`config.mk`:
```
export PLATFORM = sky130hd
export DESIGN_NAME = pipeline_hazard_ctrl_flat
export DESIGN_NICKNAME = d
export VERILOG_FILES = /design/src/rtl/pipeline_hazard_ctrl_if.sv /design/src/rtl/pipeline_hazard_ctrl.sv /design/src/flat_wrapper.sv
export SDC_FILE = /design/constraint.sdc
export NUM_CORES = 1
export LEC_CHECK = 0
export ABC_AREA = 1
export CAP_MARGIN = 20
export CORE_UTILIZATION = 43
export DETAILED_ROUTE_END_ITERATION = 12
export DONT_BUFFER_PORTS = 1
export RECOVER_POWER = 100
export SETUP_SLACK_MARGIN = 0.5
export SLEW_MARGIN = 20
export SYNTH_ARGS = -nofsm -noshare
export SYNTH_HDL_FRONTEND = slang
export SYNTH_SLANG_ARGS = --single-unit
```
`constraint.sdc`:
```
create_clock -name clk -period 2.71 [get_ports clk]
set_input_delay 0.813 -clock clk [delete_from_list [all_inputs] [get_ports clk]]
set_output_delay 0.813 -clock clk [all_outputs]
set_load 0.05 [all_outputs]
```
`src/rtl/pipeline_hazard_ctrl_if.sv`:
```
// Hazard controller bundle: pipeline status inputs and stall/flush controls.
// The master side (pipeline / bench) drives the status signals.
// The slave side (the hazard controller) drives the controls.
interface pipeline_hazard_ctrl_if;
  logic [4:0]  id_rs1;
  logic [4:0]  id_rs2;
  logic        idex_memRead;
  logic [4:0]  idex_rd;
  logic        ex_br_taken;
  logic        mem_req;
  logic        mem_ready;
  logic        pc_en;
  logic        ifid_en;
  logic        idex_en;
  logic        exmem_en;
  logic        ifid_flush;
  logic        idex_flush;
  logic        memwb_bubble;
  logic        mem_timeout;
  logic [15:0] stall_cnt;

  modport master (
    output id_rs1, id_rs2, idex_memRead, idex_rd, ex_br_taken, mem_req, mem_ready,
    input  pc_en, ifid_en, idex_en, exmem_en, ifid_flush, idex_flush,
           memwb_bubble, mem_timeout, stall_cnt
  );

  modport slave (
    input  id_rs1, id_rs2, idex_memRead, idex_rd, ex_br_taken, mem_req, mem_ready,
    output pc_en, ifid_en, idex_en, exmem_en, ifid_flush, idex_flush,
           memwb_bubble, mem_timeout, stall_cnt
  );
endinterface

```
`src/rtl/pipeline_hazard_ctrl.sv`:
```
// Central stall/flush sequencer for a 5-stage RV32I pipeline.
// It handles load-use bubbles, taken-branch flushes and data-memory waits.
// The controls are Mealy: a function of the FSM state and the current inputs.
// While rst_n is low the controls are forced to the safe value:
// all enables off, with every flush and the bubble asserted.
module pipeline_hazard_ctrl #(
  parameter int FLUSH_CYCLES = 2,
  parameter int MEM_TIMEOUT  = 15,
  parameter int CNT_W        = 4
) (
  input  logic                  clk,
  input  logic                  rst_n,
  pipeline_hazard_ctrl_if.slave hz
);

  typedef enum logic [1:0] {
    ST_RUN      = 2'd0,
    ST_FLUSH    = 2'd1,
    ST_MEM_WAIT = 2'd2,
    ST_FAULT    = 2'd3
  } state_t;

  localparam logic [CNT_W-1:0] CNT_ZERO   = {CNT_W{1'b0}};
  localparam logic [CNT_W-1:0] CNT_ONE    = {{(CNT_W-1){1'b0}}, 1'b1};
  localparam logic [CNT_W-1:0] FLUSH_INIT = CNT_W'(FLUSH_CYCLES - 1);
  localparam logic [CNT_W-1:0] MEM_TO     = CNT_W'(MEM_TIMEOUT);

  state_t           state_q, state_d;
  logic [CNT_W-1:0] cnt_q, cnt_d;
  logic [15:0]      stall_cnt_q, stall_cnt_d;

  logic mw_s, br_s, lu_s, release_s;
  logic pc_en_s, ifid_en_s, idex_en_s, exmem_en_s;
  logic ifid_flush_s, idex_flush_s, memwb_bubble_s, mem_timeout_s;

  // Hazard condition terms. The priority order is MW > BR > LU.
  always_comb begin
    mw_s      = hz.mem_req & ~hz.mem_ready;
    br_s      = hz.ex_br_taken;
    lu_s      = hz.idex_memRead & (hz.idex_rd != 5'd0) &
                ((hz.idex_rd == hz.id_rs1) | (hz.idex_rd == hz.id_rs2));
    // A request that drops without ready also ends the wait.
    release_s = hz.mem_ready | ~hz.mem_req;
  end

  // Next-state, counter and Mealy control outputs.
  always_comb begin
    state_d        = state_q;
    cnt_d          = cnt_q;
    pc_en_s        = 1'b1;
    ifid_en_s      = 1'b1;
    idex_en_s      = 1'b1;
    exmem_en_s     = 1'b1;
    ifid_flush_s   = 1'b0;
    idex_flush_s   = 1'b0;
    memwb_bubble_s = 1'b0;
    mem_timeout_s  = 1'b0;
    if (!rst_n) begin
      pc_en_s        = 1'b0;
      ifid_en_s      = 1'b0;
      idex_en_s      = 1'b0;
      exmem_en_s     = 1'b0;
      ifid_flush_s   = 1'b1;
      idex_flush_s   = 1'b1;
      memwb_bubble_s = 1'b1;
    end else begin
      case (state_q)
        ST_RUN, ST_MEM_WAIT: begin
          if ((state_q == ST_RUN) ? mw_s : !release_s) begin
            // Freeze the whole pipe and drain a bubble into WB.
            pc_en_s        = 1'b0;
            ifid_en_s      = 1'b0;
            idex_en_s      = 1'b0;
            exmem_en_s     = 1'b0;
            memwb_bubble_s = 1'b1;
            if (state_q == ST_RUN) begin
              state_d = ST_MEM_WAIT;
              cnt_d   = CNT_ONE;
            end else if (cnt_q == MEM_TO) begin
              state_d = ST_FAULT;
            end else begin
              cnt_d = cnt_q + CNT_ONE;
            end
          end else begin
            // A run cycle, including the wait-release cycle.
            // EX was held during the freeze, so a branch or load-use
            // hazard that was pending is handled here.
            state_d = ST_RUN;
            cnt_d   = CNT_ZERO;
            if (br_s) begin
              ifid_flush_s = 1'b1;
              idex_flush_s = 1'b1;
              if (FLUSH_CYCLES > 1) begin
                state_d = ST_FLUSH;
                cnt_d   = FLUSH_INIT;
              end else begin
                state_d = ST_RUN;
              end
            end else if (lu_s) begin
              pc_en_s      = 1'b0;
              ifid_en_s    = 1'b0;
              idex_flush_s = 1'b1;
            end else begin
              pc_en_s = 1'b1;
            end
          end
        end
        ST_FLUSH: begin
          ifid_flush_s = 1'b1;
          if (mw_s) begin
            // The freeze wins. The rest of the flush is dropped,
            // but IF/ID keeps loading NOPs during this cycle.
            pc_en_s        = 1'b0;
            ifid_en_s      = 1'b0;
            idex_en_s      = 1'b0;
            exmem_en_s     = 1'b0;
            memwb_bubble_s = 1'b1;
            state_d        = ST_MEM_WAIT;
            cnt_d          = CNT_ONE;
          end else begin
            if (lu_s) begin
              pc_en_s      = 1'b0;
              ifid_en_s    = 1'b0;
              idex_flush_s = 1'b1;
            end else begin
              pc_en_s = 1'b1;
            end
            if (cnt_q == CNT_ONE) begin
              state_d = ST_RUN;
              cnt_d   = CNT_ZERO;
            end else begin
              cnt_d = cnt_q - CNT_ONE;
            end
          end
        end
        ST_FAULT: begin
          pc_en_s        = 1'b0;
          ifid_en_s      = 1'b0;
          idex_en_s      = 1'b0;
          exmem_en_s     = 1'b0;
          memwb_bubble_s = 1'b1;
          mem_timeout_s  = 1'b1;
        end
        default: begin
          state_d = ST_RUN;
          cnt_d   = CNT_ZERO;
        end
      endcase
    end
  end

  // Saturating count of cycles in which the PC was held.
  always_comb begin
    if (!pc_en_s && (stall_cnt_q != 16'hFFFF)) begin
      stall_cnt_d = stall_cnt_q + 16'd1;
    end else begin
      stall_cnt_d = stall_cnt_q;
    end
  end

  // State, counter and stall-count registers.
  always_ff @(posedge clk or negedge rst_n) begin
    if (!rst_n) begin
      state_q     <= ST_RUN;
      cnt_q       <= CNT_ZERO;
      stall_cnt_q <= 16'd0;
    end else begin
      state_q     <= state_d;
      cnt_q       <= cnt_d;
      stall_cnt_q <= stall_cnt_d;
    end
  end

  assign hz.pc_en        = pc_en_s;
  assign hz.ifid_en      = ifid_en_s;
  assign hz.idex_en      = idex_en_s;
  assign hz.exmem_en     = exmem_en_s;
  assign hz.ifid_flush   = ifid_flush_s;
  assign hz.idex_flush   = idex_flush_s;
  assign hz.memwb_bubble = memwb_bubble_s;
  assign hz.mem_timeout  = mem_timeout_s;
  assign hz.stall_cnt    = stall_cnt_q;

endmodule
```
`src/flat_wrapper.sv`:
```
// flat-port wrapper written by rule: the top's interface ports become plain ports
module pipeline_hazard_ctrl_flat 
#(
  parameter int FLUSH_CYCLES = 2,
  parameter int MEM_TIMEOUT  = 15,
  parameter int CNT_W        = 4
)
  (clk, rst_n, hz_id_rs1, hz_id_rs2, hz_idex_memRead, hz_idex_rd, hz_ex_br_taken, hz_mem_req, hz_mem_ready, hz_pc_en, hz_ifid_en, hz_idex_en, hz_exmem_en, hz_ifid_flush, hz_idex_flush, hz_memwb_bubble, hz_mem_timeout, hz_stall_cnt);
  pipeline_hazard_ctrl_if hz_i ();
  input  logic clk;
  input  logic rst_n;
  input wire logic [$bits(hz_i.id_rs1)-1:0] hz_id_rs1;
  input wire logic [$bits(hz_i.id_rs2)-1:0] hz_id_rs2;
  input wire logic [$bits(hz_i.idex_memRead)-1:0] hz_idex_memRead;
  input wire logic [$bits(hz_i.idex_rd)-1:0] hz_idex_rd;
  input wire logic [$bits(hz_i.ex_br_taken)-1:0] hz_ex_br_taken;
  input wire logic [$bits(hz_i.mem_req)-1:0] hz_mem_req;
  input wire logic [$bits(hz_i.mem_ready)-1:0] hz_mem_ready;
  output wire logic [$bits(hz_i.pc_en)-1:0] hz_pc_en;
  output wire logic [$bits(hz_i.ifid_en)-1:0] hz_ifid_en;
  output wire logic [$bits(hz_i.idex_en)-1:0] hz_idex_en;
  output wire logic [$bits(hz_i.exmem_en)-1:0] hz_exmem_en;
  output wire logic [$bits(hz_i.ifid_flush)-1:0] hz_ifid_flush;
  output wire logic [$bits(hz_i.idex_flush)-1:0] hz_idex_flush;
  output wire logic [$bits(hz_i.memwb_bubble)-1:0] hz_memwb_bubble;
  output wire logic [$bits(hz_i.mem_timeout)-1:0] hz_mem_timeout;
  output wire logic [$bits(hz_i.stall_cnt)-1:0] hz_stall_cnt;
  assign hz_i.id_rs1 = hz_id_rs1;
  assign hz_i.id_rs2 = hz_id_rs2;
  assign hz_i.idex_memRead = hz_idex_memRead;
  assign hz_i.idex_rd = hz_idex_rd;
  assign hz_i.ex_br_taken = hz_ex_br_taken;
  assign hz_i.mem_req = hz_mem_req;
  assign hz_i.mem_ready = hz_mem_ready;
  assign hz_pc_en = hz_i.pc_en;
  assign hz_ifid_en = hz_i.ifid_en;
  assign hz_idex_en = hz_i.idex_en;
  assign hz_exmem_en = hz_i.exmem_en;
  assign hz_ifid_flush = hz_i.ifid_flush;
  assign hz_idex_flush = hz_i.idex_flush;
  assign hz_memwb_bubble = hz_i.memwb_bubble;
  assign hz_mem_timeout = hz_i.mem_timeout;
  assign hz_stall_cnt = hz_i.stall_cnt;
  pipeline_hazard_ctrl #(.FLUSH_CYCLES(FLUSH_CYCLES), .MEM_TIMEOUT(MEM_TIMEOUT), .CNT_W(CNT_W)) u_core (.clk(clk), .rst_n(rst_n), .hz(hz_i));
endmodule
```
# Word level (Yosys, flattened, before mapping)
# Cells that the tools add are included.
# Widths: inputs -> output; s select.
[word_totals]
ff_bits = 22
in_bits = 21
output_inout_bits = 24
wordCells = 74
[classes]
add_sub_neg = 3
eq_ne = 11
mux = 41
bitwise = 7
reduce_logical = 9
[op_table]
columns = ["operator", "count"]
rows = [
  ["$mux 1", 24],
  ["$mux 4", 5],
  ["$add 16x1->16 const B", 1],
  ["$ne 16x16->1 const B", 1],
  ["$eq 5x5->1", 2],
  ["$mux 2", 5],
  ["$pmux 1 s3", 3],
  ["$ne 4x3->1 const B", 2],
  ["$pmux 4 s2", 1],
  ["$reduce_bool 5->1", 1],
  ["$add 4x1->4 const B", 1],
  ["$eq 2x2->1 const B", 2],
  ["$eq 4x1->1 const B", 1],
  ["$eq 4x4->1 const B", 1],
  ["$pmux 1 s2", 2],
  ["$pmux 2 s2", 1],
  ["$reduce_and 4->1", 1],
  ["$sub 4x1->4 const B", 1],
  ["$and 1x1->1", 3],
  ["$ne 3x1->1 const B", 1],
  ["$reduce_and 3->1", 1],
  ["$eq 2x1->1 const B", 1],
  ["$logic_not 1->1", 2],
  ["$logic_not 2->1", 1],
  ["5 further kinds", 7],
]

# Logic depth before layout (Yosys ltp)
[logic_depth]
word_depth = 10
mapped_depth = 14

# Least setup slack after synthesis
# OpenSTA, ideal clock, no wires.
[synth_timing]
path_type = "input port to output port"
start = "input hz_idex_rd[4]"
end = "output hz_idex_flush"
t_arrival_ps = 3038
required_ps = 1897
setup_slack_ps = -1141
stages = 8
n_path_buf = 0
path_cell_list = "inv_1 -> nand2_1 -> nand2_1 -> nor2_1 -> nand3_1 -> nand2_1 -> nand2_1 -> o311ai_0"
[synth_via]
elab_chain_len = 8
word_cells_on_any_way = 12
classes_between = "eq/ne: 2; mux: 6; bitwise: 3; reduce/logical: 1"
[synth_rtl]
columns = ["item", "line", "rtl"]
rows = [
  ["from (decl)", "flat_wrapper.sv:15", "input wire logic [$bits(hz_i.idex_rd)-1:0] hz_idex_rd;"],
  ["$eq 5x5->1 or $reduce_bool 5->1 (tied branches)", "pipeline_hazard_ctrl.sv:41, pipeline_hazard_ctrl.sv:40", ""],
  ["$or 1x1->1 or $and 1x1->1 (tied branches)", "pipeline_hazard_ctrl.sv:41, pipeline_hazard_ctrl.sv:40", ""],
  ["$and 1x1->1 *", "pipeline_hazard_ctrl.sv:40", "lu_s = hz.idex_memRead & (hz.idex_rd != 5'd0) &"],
  ["$mux 1 *", "pipeline_hazard_ctrl.sv:99, pipeline_hazard_ctrl.sv:121", ""],
  ["$mux 1", "pipeline_hazard_ctrl.sv:90", "if (br_s) begin"],
  ["$mux 1", "pipeline_hazard_ctrl.sv:69", "if ((state_q == ST_RUN) ? mw_s : !release_s) begin"],
  ["$pmux 1 s2 *", "pipeline_hazard_ctrl.sv:67", "case (state_q)"],
  ["$mux 1 *", "pipeline_hazard_ctrl.sv:58", "if (!rst_n) begin"],
  ["to (decl)", "flat_wrapper.sv:24", "output wire logic [$bits(hz_i.idex_flush)-1:0] hz_idex_flush;"],
]
# Mark *: on every way between the ends. The rest lies on a longest branch, timed or not.

# Worst setup path in the final report
[layout_timing]
start = "input hz_idex_rd[0]"
end = "output hz_pc_en"
[layout_via]
elab_chain_len = 8
word_cells_on_any_way = 12
classes_between = "eq/ne: 2; mux: 6; bitwise: 3; reduce/logical: 1"
[layout_rtl]
columns = ["item", "line", "rtl"]
rows = [
  ["$eq 5x5->1 or $reduce_bool 5->1 (tied branches)", "pipeline_hazard_ctrl.sv:41, pipeline_hazard_ctrl.sv:40", ""],
  ["$or 1x1->1 or $and 1x1->1 (tied branches)", "pipeline_hazard_ctrl.sv:41, pipeline_hazard_ctrl.sv:40", ""],
  ["$and 1x1->1 *", "pipeline_hazard_ctrl.sv:40", ""],
  ["$mux 1 *", "n/a", ""],
  ["$mux 1 (2 in a row)", "n/a", ""],
  ["$pmux 1 s3 *", "n/a", ""],
  ["$mux 1 *", "n/a", ""],
  ["to (decl)", "flat_wrapper.sv:19", "output wire logic [$bits(hz_i.pc_en)-1:0] hz_pc_en;"],
]
# Marked as above.

==> flow_summary_export.csv <==
group,metric,value,unit
placement,dp_slack,0.1119,ns
logic_synthesis,ys.flop_type,"dfrtp_1",
logic_synthesis,synthTopCellsByArea,"dfrtp_1 (32%), nand2_1 (19%), inv_1 (10%)",
cells_and_area,fillers,394,
sta,fin_ws,0.1213,ns
route,wl_per_cell,11.03,um
global_routing,grt_pass1_vias,1427,
clock_tree,clockBufferDepth,2,
logic_synthesis,avgSynthCellArea,6.605,um2
cells_and_area,fin_util,0.5471,
clock_tree,cts_made_buffers,3,
sta,finalCritPeriodShare,0.9553,
cells_and_area,layout_common_cells,"nand2_1 (77), inv_1 (31), nand3_1 (27), nor2_1 (21), dfrtp_1 (21)",
route,routed_wl,3608,um
critical_path,crit_type,"primary input to primary output",
route,avgViaCountPerCell,4.911,
clock_tree,clkTransAtPathRegs,0.09,ns
logic_synthesis,netlist_instances,258,
logic_synthesis,netlist.area_leader.share,0.3231,
logic_synthesis,syn-cell-area,1704,um2
critical_path,end_kind,"primary output",
sta,setup_violations,0,
critical_path,rr_worst_depth,12,
critical_path,rr_endpoint,"u_core.hz.stall_cnt[13]$_DFFE_PN0P_",
placement,place_hpwl,2634,um
cells_and_area,areaGrowthSynthToFinish,20.19,%
sta,relSlewSlack,0.3997,
logic_synthesis,syn-num-nets,283,
clock_tree,cts_sinks,22,
clock_tree,htree_levels,1,
cells_and_area,final_nets,305,
sta,rsz0062_at_grt,"true",
pwr,ir_drop,0.3448,mV
critical_path,timing.rr.start,"u_core.hz.stall_cnt[2]$_DFFE_PN0P_",
floorplanning,die_area,4219,um2
worst_hold_path,hp-class,"primary input to asynchronous set/reset pin",
logic_synthesis,synth_cell_types,26,
cells_and_area,final_common_cell,"nand2_1",
critical_path,cp-start-kind,"primary input",
status,status,"complete, no violations",
sta,whs,0.2315,ns
critical_path,r2r_setup_slack,0.34,ns
floorplanning,rows,22,
clock_tree,clkLatencyLatePin,0.26,ns
floorplanning,fp.dieH,64.96,um
logic_synthesis,synth_seq_cells,22,
global_routing,track_usage,0.1799,
logic_synthesis,synth_top_area_cell,"dfrtp_1",
floorplanning,start_util,0.4552,
clock_tree,cts_tree,"built",
sta,min_period,2.589,ns
logic_synthesis,synth-edff-count,0,
logic_synthesis,synth_warnings,0,
route,drtIter0Drc,70,
route,firstDrtPassIters,5,
sta,drv_slew,0,
logic_synthesis,ys_seq_area_frac,0.3231,
route,drc,0,
cells_and_area,final_area,2048,um2
flow_run,max_cap_viol_count,0,
critical_path,crit_required,1.90,ns
sta,worst_pin_slew,0.8971,ns
floorplanning,die_x,64.96,um
pwr,p_leak,0.001035,uW
route,vias,1606,
route,ant_nets,0,
cells_and_area,antenna_cells_inserted,0,
global_routing,antenna_found_initial,0,
critical_path,critical_path_peak_fanout,4,
global_routing,grt_max_degree,28,
clock_tree,cts-root-buf,"clkbuf_8",
placement,port_buffers,0,
floorplanning,io_pins,45,
global_routing,grt_pass1_wl,5996,um
sta,clock.fmax,0.3863,GHz
sta,fin_skew,0.009236,ns
cells_and_area,drive_gt1_frac,0.2007,
global_routing,overflow,0,
sta,hold_viol,0,
pwr,powerDensity,733.5,nW/um2
floorplanning,core,3744,um2
critical_path,crit_arrival,1.78,ns
logic_synthesis,synthArstFlopShare,1.000,
placement,gp_congestion,0.8352,
placement,dpl_cell_area,1929,um2
flip-flops by register name, indices dropped and copies added (netlist names):
register	flops
u_core.cnt_q	4
u_core.state_q	2
u_core.hz.stall_cnt	16
metal layers:
layer  GRT usage  vias up  part of all wire
met5           0        -                 0
met4     0.06389        0            0.0064
met3     0.03169        2             0.043
met2      0.3099       35              0.48
met1      0.2223      728              0.47
li1            -      841                 -
repair_timing:
| item | CTS | global route |
|---|---|---|
| hold buffers | 0 | 0 |
| setup buffers | 1 | 7 |
| endpoints found under the setup margin | 7 | 7 |
| endpoints found under the hold margin | 0 | 0 |
| pin swaps | 12 | 10 |
| resized for setup | 20 | 12 |
power by group:
part	internal [uW]	leakage [uW]	total [uW]	switching (uW)
Sequential	400	0.000292	477	77.5
Combinational	257	0.000714	785	528
Clock	129	0.0000288	240	111
kinds of logic after synthesis:
family                   count (synthesis)  synth area share
adder cells (fa/ha/maj)                  4           0.02937
buffers and inverters                   52            0.1277
AND/OR/NAND/NOR                        156            0.4178
XOR/XNOR                                10           0.05139
AO/OA/AOI/OAI                           13           0.04406
multiplexers                             1          0.006607
flip-flops                              22            0.3231
how the worst max path moves through the flow:
stage	from	end
2_1_floorplan	hz_idex_rd[0]	hz_pc_en
3_3_place_gp	hz_idex_rd[0]	hz_pc_en
3_5_place_dp	hz_idex_rd[0]	hz_pc_en
4_1_cts	hz_idex_rd[4]	hz_pc_en
5_1_grt	hz_idex_rd[0]	hz_pc_en
6_report	hz_idex_rd[0]	hz_pc_en
cell usage after synthesis (all sizes together) (2+ instances only):
master  number
buf          4
dfrtp       22
ha           4
inv         47
nand2       88
nand3       30
nand4        2
nor2        28
nor3         4
nor4         4
o21ai        8
o22ai        3
xnor2        4
xor2         6
final cells by class:
cell class	count	area, um2	area share
clock buffer	4	55.05	0.02688
timing repair buffer	22	163.9	0.08002
inverter	47	224.0	0.1093
sequential	22	551.8	0.2694
tap	48	60.06	0.02932
multi-input combinational	184	993.5	0.4850
metrics by stage:
stage | total power [uW] | std cells | setup TNS [ns]
after floorplan | 1111 | 258 | -0.2794
after global placement | 1241 | 315 | 0
after detailed placement | 1249 | 315 | 0
after CTS | 1510 | 320 | 0
after global routing | 1610 | 327 | -0.004529
final | 1502 | 327 | 0
critical path, stage by stage:
cell and delay [ns]:
nor2_4 0.07, nor2_1 0.04, nor2_1 0.11, nand3_1 0.07, nand2_1 0.08, nand2_2 0.08
nand2_1 0.08, nand2_2 0.06, nand3_4 0.07, clkinvlp_4 0.11, buf_12 0.18
No activity file was read; power rests on OpenSTA's default activity.
